**src/rtl/fetch_unit.sv**
```systemverilog
// rtl/fetch_unit.sv - instruction fetch unit with a 2-entry prefetch buffer
//
// Purpose:
//   Drives the pc register and the instruction-memory read port, and buffers
//   returned instructions (with their addresses) for the decoder.
//   Memory has a fixed one-cycle read latency; at most one read is in flight.
//
// Ports:
//   clk            - single clock, rising edge
//   reset          - asynchronous, active-low reset
//   pc_in          - current program count from the pc register
//   next_pc        - value to load into the pc register
//   pc_enable      - pc register load strobe
//   redirect_valid - one-cycle control-flow change request
//   redirect_addr  - redirect target
//   halt           - stops new fetch issue while 1
//   mem_rd         - instruction-memory read strobe
//   mem_addr       - instruction-memory read address
//   mem_data       - read data, valid the cycle after mem_rd
//   instr_valid    - head of buffer holds an instruction
//   instr_ready    - decoder accepts the head instruction this cycle
//   instr_data     - head instruction word
//   instr_pc       - address of the head instruction

module fetch_unit #(
  parameter int LENGTH      = 11,
  parameter int INSTR_WIDTH = 16
) (
  input  logic                   clk,
  input  logic                   reset,
  input  logic [LENGTH-1:0]      pc_in,
  output logic [LENGTH-1:0]      next_pc,
  output logic                   pc_enable,
  input  logic                   redirect_valid,
  input  logic [LENGTH-1:0]      redirect_addr,
  input  logic                   halt,
  output logic                   mem_rd,
  output logic [LENGTH-1:0]      mem_addr,
  input  logic [INSTR_WIDTH-1:0] mem_data,
  output logic                   instr_valid,
  input  logic                   instr_ready,
  output logic [INSTR_WIDTH-1:0] instr_data,
  output logic [LENGTH-1:0]      instr_pc
);

  // Buffer storage and bookkeeping.
  logic [INSTR_WIDTH-1:0] buf_data_q [0:1];
  logic [LENGTH-1:0]      buf_pc_q   [0:1];
  logic [1:0]             count_q, count_d;
  logic                   rd_ptr_q, rd_ptr_d;
  logic                   wr_ptr_q, wr_ptr_d;
  logic                   inflight_q, inflight_d;
  logic [LENGTH-1:0]      inflight_pc_q, inflight_pc_d;

  // Per-cycle decisions.
  logic       pop;
  logic       redirect;
  logic       issue;
  logic       write;
  logic [2:0] occupancy;

  // Control decisions. Everything is gated by reset so that an asynchronous
  // reset assertion silences the pc and memory strobes immediately.
  always_comb begin
    instr_valid = (count_q != 2'd0);
    pop         = instr_valid & instr_ready;
    redirect    = reset & redirect_valid;
    // Slots that will be spoken for after this edge: buffered entries plus
    // the response still arriving, minus what the decoder takes now.
    occupancy   = {1'b0, count_q} + {2'b00, inflight_q} - {2'b00, pop};
    issue       = reset & ~redirect_valid & ~halt & (occupancy < 3'd2);
    // The in-flight response is dropped when a redirect arrives alongside it.
    write       = reset & inflight_q & ~redirect_valid;
  end

  // Pc register and memory port outputs.
  always_comb begin
    mem_rd    = 1'b0;
    mem_addr  = pc_in;
    pc_enable = 1'b0;
    next_pc   = pc_in;
    if (redirect) begin
      pc_enable = 1'b1;
      next_pc   = redirect_addr;
    end else if (issue) begin
      mem_rd    = 1'b1;
      pc_enable = 1'b1;
      next_pc   = pc_in + {{(LENGTH-1){1'b0}}, 1'b1};
    end
  end

  // Head entry drives the decoder straight from registers, never from mem_data.
  always_comb begin
    instr_data = buf_data_q[rd_ptr_q];
    instr_pc   = buf_pc_q[rd_ptr_q];
  end

  // Next-state bookkeeping.
  always_comb begin
    count_d       = count_q;
    rd_ptr_d      = rd_ptr_q;
    wr_ptr_d      = wr_ptr_q;
    inflight_d    = inflight_q;
    inflight_pc_d = inflight_pc_q;
    if (redirect) begin
      // Flush wins over any pop, write or issue in the same cycle.
      count_d    = 2'd0;
      rd_ptr_d   = 1'b0;
      wr_ptr_d   = 1'b0;
      inflight_d = 1'b0;
    end else begin
      inflight_d = issue;
      if (issue) begin
        inflight_pc_d = pc_in;
      end
      if (write) begin
        wr_ptr_d = ~wr_ptr_q;
      end
      if (pop) begin
        rd_ptr_d = ~rd_ptr_q;
      end
      count_d = count_q + {1'b0, write} - {1'b0, pop};
    end
  end

  always_ff @(posedge clk or negedge reset) begin
    if (!reset) begin
      count_q       <= 2'd0;
      rd_ptr_q      <= 1'b0;
      wr_ptr_q      <= 1'b0;
      inflight_q    <= 1'b0;
      inflight_pc_q <= '0;
    end else begin
      count_q       <= count_d;
      rd_ptr_q      <= rd_ptr_d;
      wr_ptr_q      <= wr_ptr_d;
      inflight_q    <= inflight_d;
      inflight_pc_q <= inflight_pc_d;
    end
  end

  // Entries are cleared on reset so the head reads as zero until first write.
  always_ff @(posedge clk or negedge reset) begin
    if (!reset) begin
      for (int i = 0; i < 2; i++) begin
        buf_data_q[i] <= '0;
        buf_pc_q[i]   <= '0;
      end
    end else if (write) begin
      buf_data_q[wr_ptr_q] <= mem_data;
      buf_pc_q[wr_ptr_q]   <= inflight_pc_q;
    end
  end

endmodule
```
**config.mk**
```make
export PLATFORM = sky130hd
export DESIGN_NAME = fetch_unit
export DESIGN_NICKNAME = d
export VERILOG_FILES = /design/src/rtl/fetch_unit.sv
export SDC_FILE = /design/constraint.sdc
export NUM_CORES = 1
export LEC_CHECK = 0
export BUFFER_PORTS_ARGS = -buffer_cell sky130_fd_sc_hd__buf_4
export CAP_MARGIN = 20
export CORE_MARGIN = 5
export CORE_UTILIZATION = 52
export CTS_CLUSTER_DIAMETER = 120
export DETAILED_ROUTE_END_ITERATION = 6
export GPL_TIMING_DRIVEN = 0
export PLACE_DENSITY = 0.86
export SYNTH_ARGS = -nofsm -noshare
export SYNTH_HDL_FRONTEND = slang
export SYNTH_SLANG_ARGS = --single-unit
export TNS_END_PERCENT = 20
```
**constraint.sdc**
```tcl
create_clock -name clk -period 3.6 [get_ports clk]
set_clock_uncertainty 0.2 [all_clocks]
set_input_delay 0.18 -clock clk [delete_from_list [all_inputs] [get_ports clk]]
set_output_delay 0.18 -clock clk [all_outputs]
set_load 0.02 [all_outputs]
```
* Word level (Yosys, flattened, before mapping)
Index checks and enable logic that the tools add are counted.
** Word-level totals
- Bits in registers :: 70
- Bits of input ports :: 43
- Output and inout bits :: 52
- Logic and storage cells :: 60
** Operators by class
- $add $sub $neg :: 5
- Order comparisons :: 4
- Multiplexer cells :: 23
- Bitwise gates (word level) :: 14
- Reductions and logical operators :: 5
** Operators with widths (number)
- $mux 11 :: 6
- $mux 16 :: 4
- $bwmux 32 :: 1
- $bwmux 22 :: 1
- $demux 16 s1 :: 1
- $add 11x1->11 const B :: 1
- $demux 11 s1 :: 1
- $mux 1 :: 8
- $and 1x1->1 :: 7
- $reduce_bool 2->1 :: 3
- $not 1->1 :: 5
- $ge 2x2->1 const B :: 2
- $not 1->2 :: 2
- $add 2x1->3 :: 1
- $lt 3x2->1 const B :: 1
- $sub 3x1->3 :: 1
- $add 2x1->2 :: 1
- $lt 2x1->1 const B :: 1
- $mux 2 :: 1
- $reduce_and 2->1 :: 1
- $sub 2x1->2 :: 1
- $logic_and 1x1->1 :: 1

* Longest topological paths before layout
- Depth after elaboration :: 7
- Depth in mapped cells :: 11
- Gate-level depth less buffers :: 9

* Least setup slack after synthesis
OpenSTA, ideal clock, no wires.
- Kind :: register to output
- From :: register count_q[1]
- To :: output port next_pc[5]
- Data arrival time :: 2.834 ns
- Setup slack :: 0.386 ns
- Cell stages (with the launch flop) :: 10
- Path buffers :: 1
- Cells stage by stage :: dfrtp_1 -> or2_2 -> nand2_1 -> nor2_1 -> fa_1 -> and4bb_4 -> nand2_2 -> buf_6 -> or4_1 -> a31oi_1
** Between the ends
- Cells in the longest elaborated chain, start to end :: 7
- Elaborated cells on any way between the ends :: 8
** RTL lines
- start, declared :: line 49 : logic [1:0] count_q, count_d;
- start signal, assigned :: line 134 : count_q <= count_d;
- $reduce_bool 2->1 :: line 65 : instr_valid = (count_q != 2'd0);
- via instr_valid :: line 40 : output logic instr_valid,
- $and 1x1->1 :: line 66 : pop = instr_valid & instr_ready;
- $sub 3x1->3 :: line 70 : occupancy = {1'b0, count_q} + {2'b00, inflight_q} - {2'b00, pop};
- $lt 3x2->1 :: line 71 : issue = reset & ~redirect_valid & ~halt & (occupancy < 3'd2);
- $and 1x1->1 :: line 71
- $mux 11 :: line 85 : end else if (issue) begin
- $mux 11 :: line 82 : if (redirect) begin
- end, declared :: line 32 : output logic [LENGTH-1:0] next_pc,
The timed path passes the listed nets, and every way through them passes these cells.

* Worst setup path in the final report
- From :: register count_q[1]
- To :: output port next_pc[5]
** Between the ends
- Cells in the longest elaborated chain, start to end :: 7
- Elaborated cells on any way between the ends :: 8
** RTL lines (line)
- parallel branches: the longest is 2 deep, another holds $add 2x1->3
- $sub 3x1->3 * :: 70
- $lt 3x2->1 * :: 71
- $and 1x1->1 * :: 71
- $mux 11 * :: 85
- $mux 11 * :: 82
Mark *: on every way between the ends.

==> flow_summary_export.csv <==
group,metric,value,unit
status,outcome,"finished clean",
sta,final_max_slew_viol_count,0,
logic_synthesis,synthDistinctLibCells,36,
logic_synthesis,yosysTopAreaCell,"dfrtp_1",
worst_setup_path,cp-end-kind,"output pin",
floorplan,die_h,91.7,um
worst_hold_path,timing.hold.worst.class,"in2reg",
place,placedCellCount,439,
pwr,power.clock.fraction,0.235,
place,port_buffers,94,
clock_tree,cts_tree,"built",
layout,finish.net_count,454,
logic_synthesis,ys_seq_elements,70,
floorplan,count_of_standard_cell_rows,29,
pwr,power_switching,1.04,mW
sta,finalSetupViolCount,0,
global_route,grt.total_usage,0.213,
route,drtPass1Iterations,4,
floorplan,initial_core_util,0.541,
floorplan,floorplan.core_area,6420,sq um
global_route,grt_first_pass_wirelength,14200,um
pwr,power_report.internal_total,2.17,mW
place,final_wtd_congestion,0.766,
sta,period_minus_slack,3490,ps
layout,drive_above_1_share,0.569,
pwr,p_per_area,661,nW/um^2
logic_synthesis,share_of_the_synthesized_area_in_the_top_cell_type,0.505,
sta,achievable-frequency,286,MHz
floorplan,horiz_die_dim,91.7,um
floorplan,io-pin-count,95,
route,via_per_inst,5.43,
global_route,globalRoute.totalOverflow,0,
logic_synthesis,synthTopCellsByArea,"dfrtp_1 50%, mux2_2 30%, buf_4 2.4%",
worst_setup_path,crit_required,3220,ps
worst_setup_path,criticalPathCategory,"reg2out",
clock_tree,clock_path_buffers,2,
logic_synthesis,share_of_the_yosys_chip_area_belonging_to_registers,0.505,
sta,timing.final.crit_share,0.970,
worst_setup_path,critical_path.max_fanout,10,
worst_setup_path,setup.worst_path.start_class,"flip-flop",
pwr,p_leak,2.45,nW
pwr,combPwrFrac,0.407,
route,post-route-drc-count,0,
pwr,max_vdd_drop,0.388,mV
route,ant_nets,0,
global_route,number_of_global_route_vias_before_repair,2903,
route,drt_iter0_drc,110,
sta,hold_viol_final,0,
logic_synthesis,syn_avg_cell_area,13.0,sq um
logic_synthesis,syn-instance-count,268,
layout,antennaDiodeCount,0,
logic_synthesis,ys_warn_count,0,
layout,synthToLayoutAreaGrowth,40.0,%
clock_tree,worstSkewPairLatency,340,ps
clock_tree,number_of_cts_inserted_buffers,9,
floorplan,floorplan.die_area,8410,sq um
pwr,share_seq_of_total_power,0.358,
global_route,antenna_found_initial,0,
route,dr_total_vias,2649,
logic_synthesis,syn-num-nets,315,
sta,setup_total_negative_slack,0,ps
global_route,grt_start_max_net_pins,76,
clock_tree,htree_num_levels,3,
route,wirelength,8550,um
sta,slew-limit-headroom,0.403,
route,detail_route.wl_per_cell,17.5,um
pwr,switching_share,0.324,
place,post-dp-hpwl,5510,um
sta,tightest_pin_transition,896,ps
clock_tree,root_buffer,"clkbuf_8",
worst_setup_path,cp_data_arrival_time,3110,ps
run,cap_violations,0,
logic_synthesis,post_synth_instance_area,3470,sq um
layout,fin_cells,488,
clock_tree,tritoncts_num_sinks,70,
clock_tree,clk_pin_slew_worst_paths,70,ps
layout,fillers,406,
==> what timing repair did <==
item / CTS / global route
gates resized for setup: 2 / 4
hold buffers: 28 / 0
pin swaps: 1 / 2
endpoints found under the hold margin: 113 / 0
setup buffers: 1 / 5
endpoints found under the setup margin: 1 / 2
==> layout by cell type (no fill, tap or decap), drive strengths merged <==
master and instances:
a21oi 2, a22oi 1, a31o 1, a31oi 3, and2 4, and3 2, and4 2, and4bb 1
buf 118, bufinv 3, clkbuf 13, clkinv 2, clkinvlp 1, dfrtp 70, dlygate4sd3 28, fa 1
ha 3, inv 4, mux2 92, mux2i 1, nand2 14, nand3 6, nand3b 1, nand4 4
nand4b 2, nor2 8, nor3 1, o21ai 6, o31ai 3, or2 1, or4 4, xnor2 2
xor2 7
==> critical path, stage by stage, from the launching register on <==
cell,delay (ps)
dfrtp_2,400
or2_2,310
nand2_2,100
nor2_1,60
fa_1,510
and4bb_4,270
nand2_2,80
buf_6,160
or4_4,480
a31oi_2,230
buf_4,180
==> per-stage QoR <==
stage | utilization | hold slack (ps) | area (sq um) | worst slack (ps) | total power, mW
CTS | 0.748 | 25.1 | 4800 | 13.1 | 3.16
finish | 0.757 | 0.682 | 4860 | 107 | 3.21
global route | 0.757 | 33.3 | 4860 | -2.96 | 3.39
global placement | 0.665 | 152 | 4270 | 357 | 2.33
detailed placement | 0.665 | 160 | 4270 | 330 | 2.36
floorplan | - | -316 | 3470 | 386 | 1.92
==> power by group through the flow <==
stage	combinational (mW)	sequential, mW	clock [mW]
5_1_grt	1.41	1.18	0.795
3_3_place_gp	1.17	1.15	0
3_5_place_dp	1.19	1.17	0
6_report	1.31	1.15	0.756
4_1_cts	1.25	1.15	0.762
2_1_floorplan	0.791	1.13	0
==> path summary, 6_finish.rpt <==
check	from	endpoint	slack [ps]	cells past startpoint
max	count_q[1]	next_pc[5]	110	10
min	instr_ready	rd_ptr_q	0.7	4
min reg2reg	buf_pc_q[5]	buf_pc_q[5]	300	1
min in group asynchronous	reset	buf_data_q[10]	330	2
max reg2reg	count_q[1]	inflight_pc_q[6]	880	9
max in group asynchronous	reset	count_q[1]	2240	2
==> synthesized netlist by cell type <==
| master | count |
|---|---|
| inv_1 | 4 |
| o21ai_0 | 6 |
| buf_6 | 1 |
| nand2_2 | 1 |
| o31ai_1 | 3 |
| xnor2_2 | 1 |
| xnor2_1 | 1 |
| or2_2 | 1 |
| fa_1 | 1 |
| nand3_1 | 6 |
| mux2i_1 | 1 |
| a21oi_1 | 2 |
| ha_1 | 3 |
| nand4b_1 | 2 |
| clkbuf_1 | 3 |
| and2_1 | 3 |
| nand2_1 | 13 |
| nand4_1 | 4 |
| nor2_2 | 1 |
| mux2_2 | 92 |
| dfrtp_1 | 70 |
| nor3_1 | 1 |
| and4_1 | 2 |
| a31oi_1 | 3 |
| and2_0 | 1 |
| a31o_2 | 1 |
| xor2_1 | 7 |
| nand3b_1 | 1 |
| and4bb_4 | 1 |
| buf_2 | 5 |
| or4_1 | 4 |
| buf_4 | 11 |
| buf_1 | 2 |
| nor2_1 | 7 |
| a22oi_1 | 1 |
| and3_1 | 2 |
==> layout make-up <==
class                   instances  area, sq um  share of cell area
flip-flops and latches         70         1750               0.361
multi-input cells             172         1590               0.327
repair buffers                128         1030               0.212
plain buffers                  22          140              0.0288
clock buffers                   9          124              0.0255
clock inverters                 6          111              0.0229
well taps                      77         96.3              0.0198
inverters                       4         15.0             0.00309
==> logic make-up after synthesis <==
| kind of cell | count (synthesis) | synth area share |
|---|---|---|
| and+or+nand+nor | 50 | 0.0807 |
| xor gates and xnor gates | 9 | 0.0249 |
| muxes | 93 | 0.301 |
| DFF | 70 | 0.505 |
| adders and majority gates | 4 | 0.0166 |
| AOI/OAI and AO/OA | 16 | 0.0281 |
| buffers and inverters | 26 | 0.0440 |
==> sequential cells by signal, indices dropped and copies added (netlist names) <==
name / flops
count_q: 2
inflight_q: 1
inflight_pc_q: 11
wr_ptr_q: 1
buf_pc_q: 22
buf_data_q: 32
rd_ptr_q: 1
==> per-layer routing <==
metal / GRT usage / vias to the layer above / share of wire
met4: 0.0483 / 0 / 0.0084
met1: 0.257 / 1308 / 0.42
met5: 0 / - / 0
li1: - / 1234 / -
met3: 0.0589 / 9 / 0.062
met2: 0.379 / 98 / 0.51
Power figures use the tool's default switching activity.
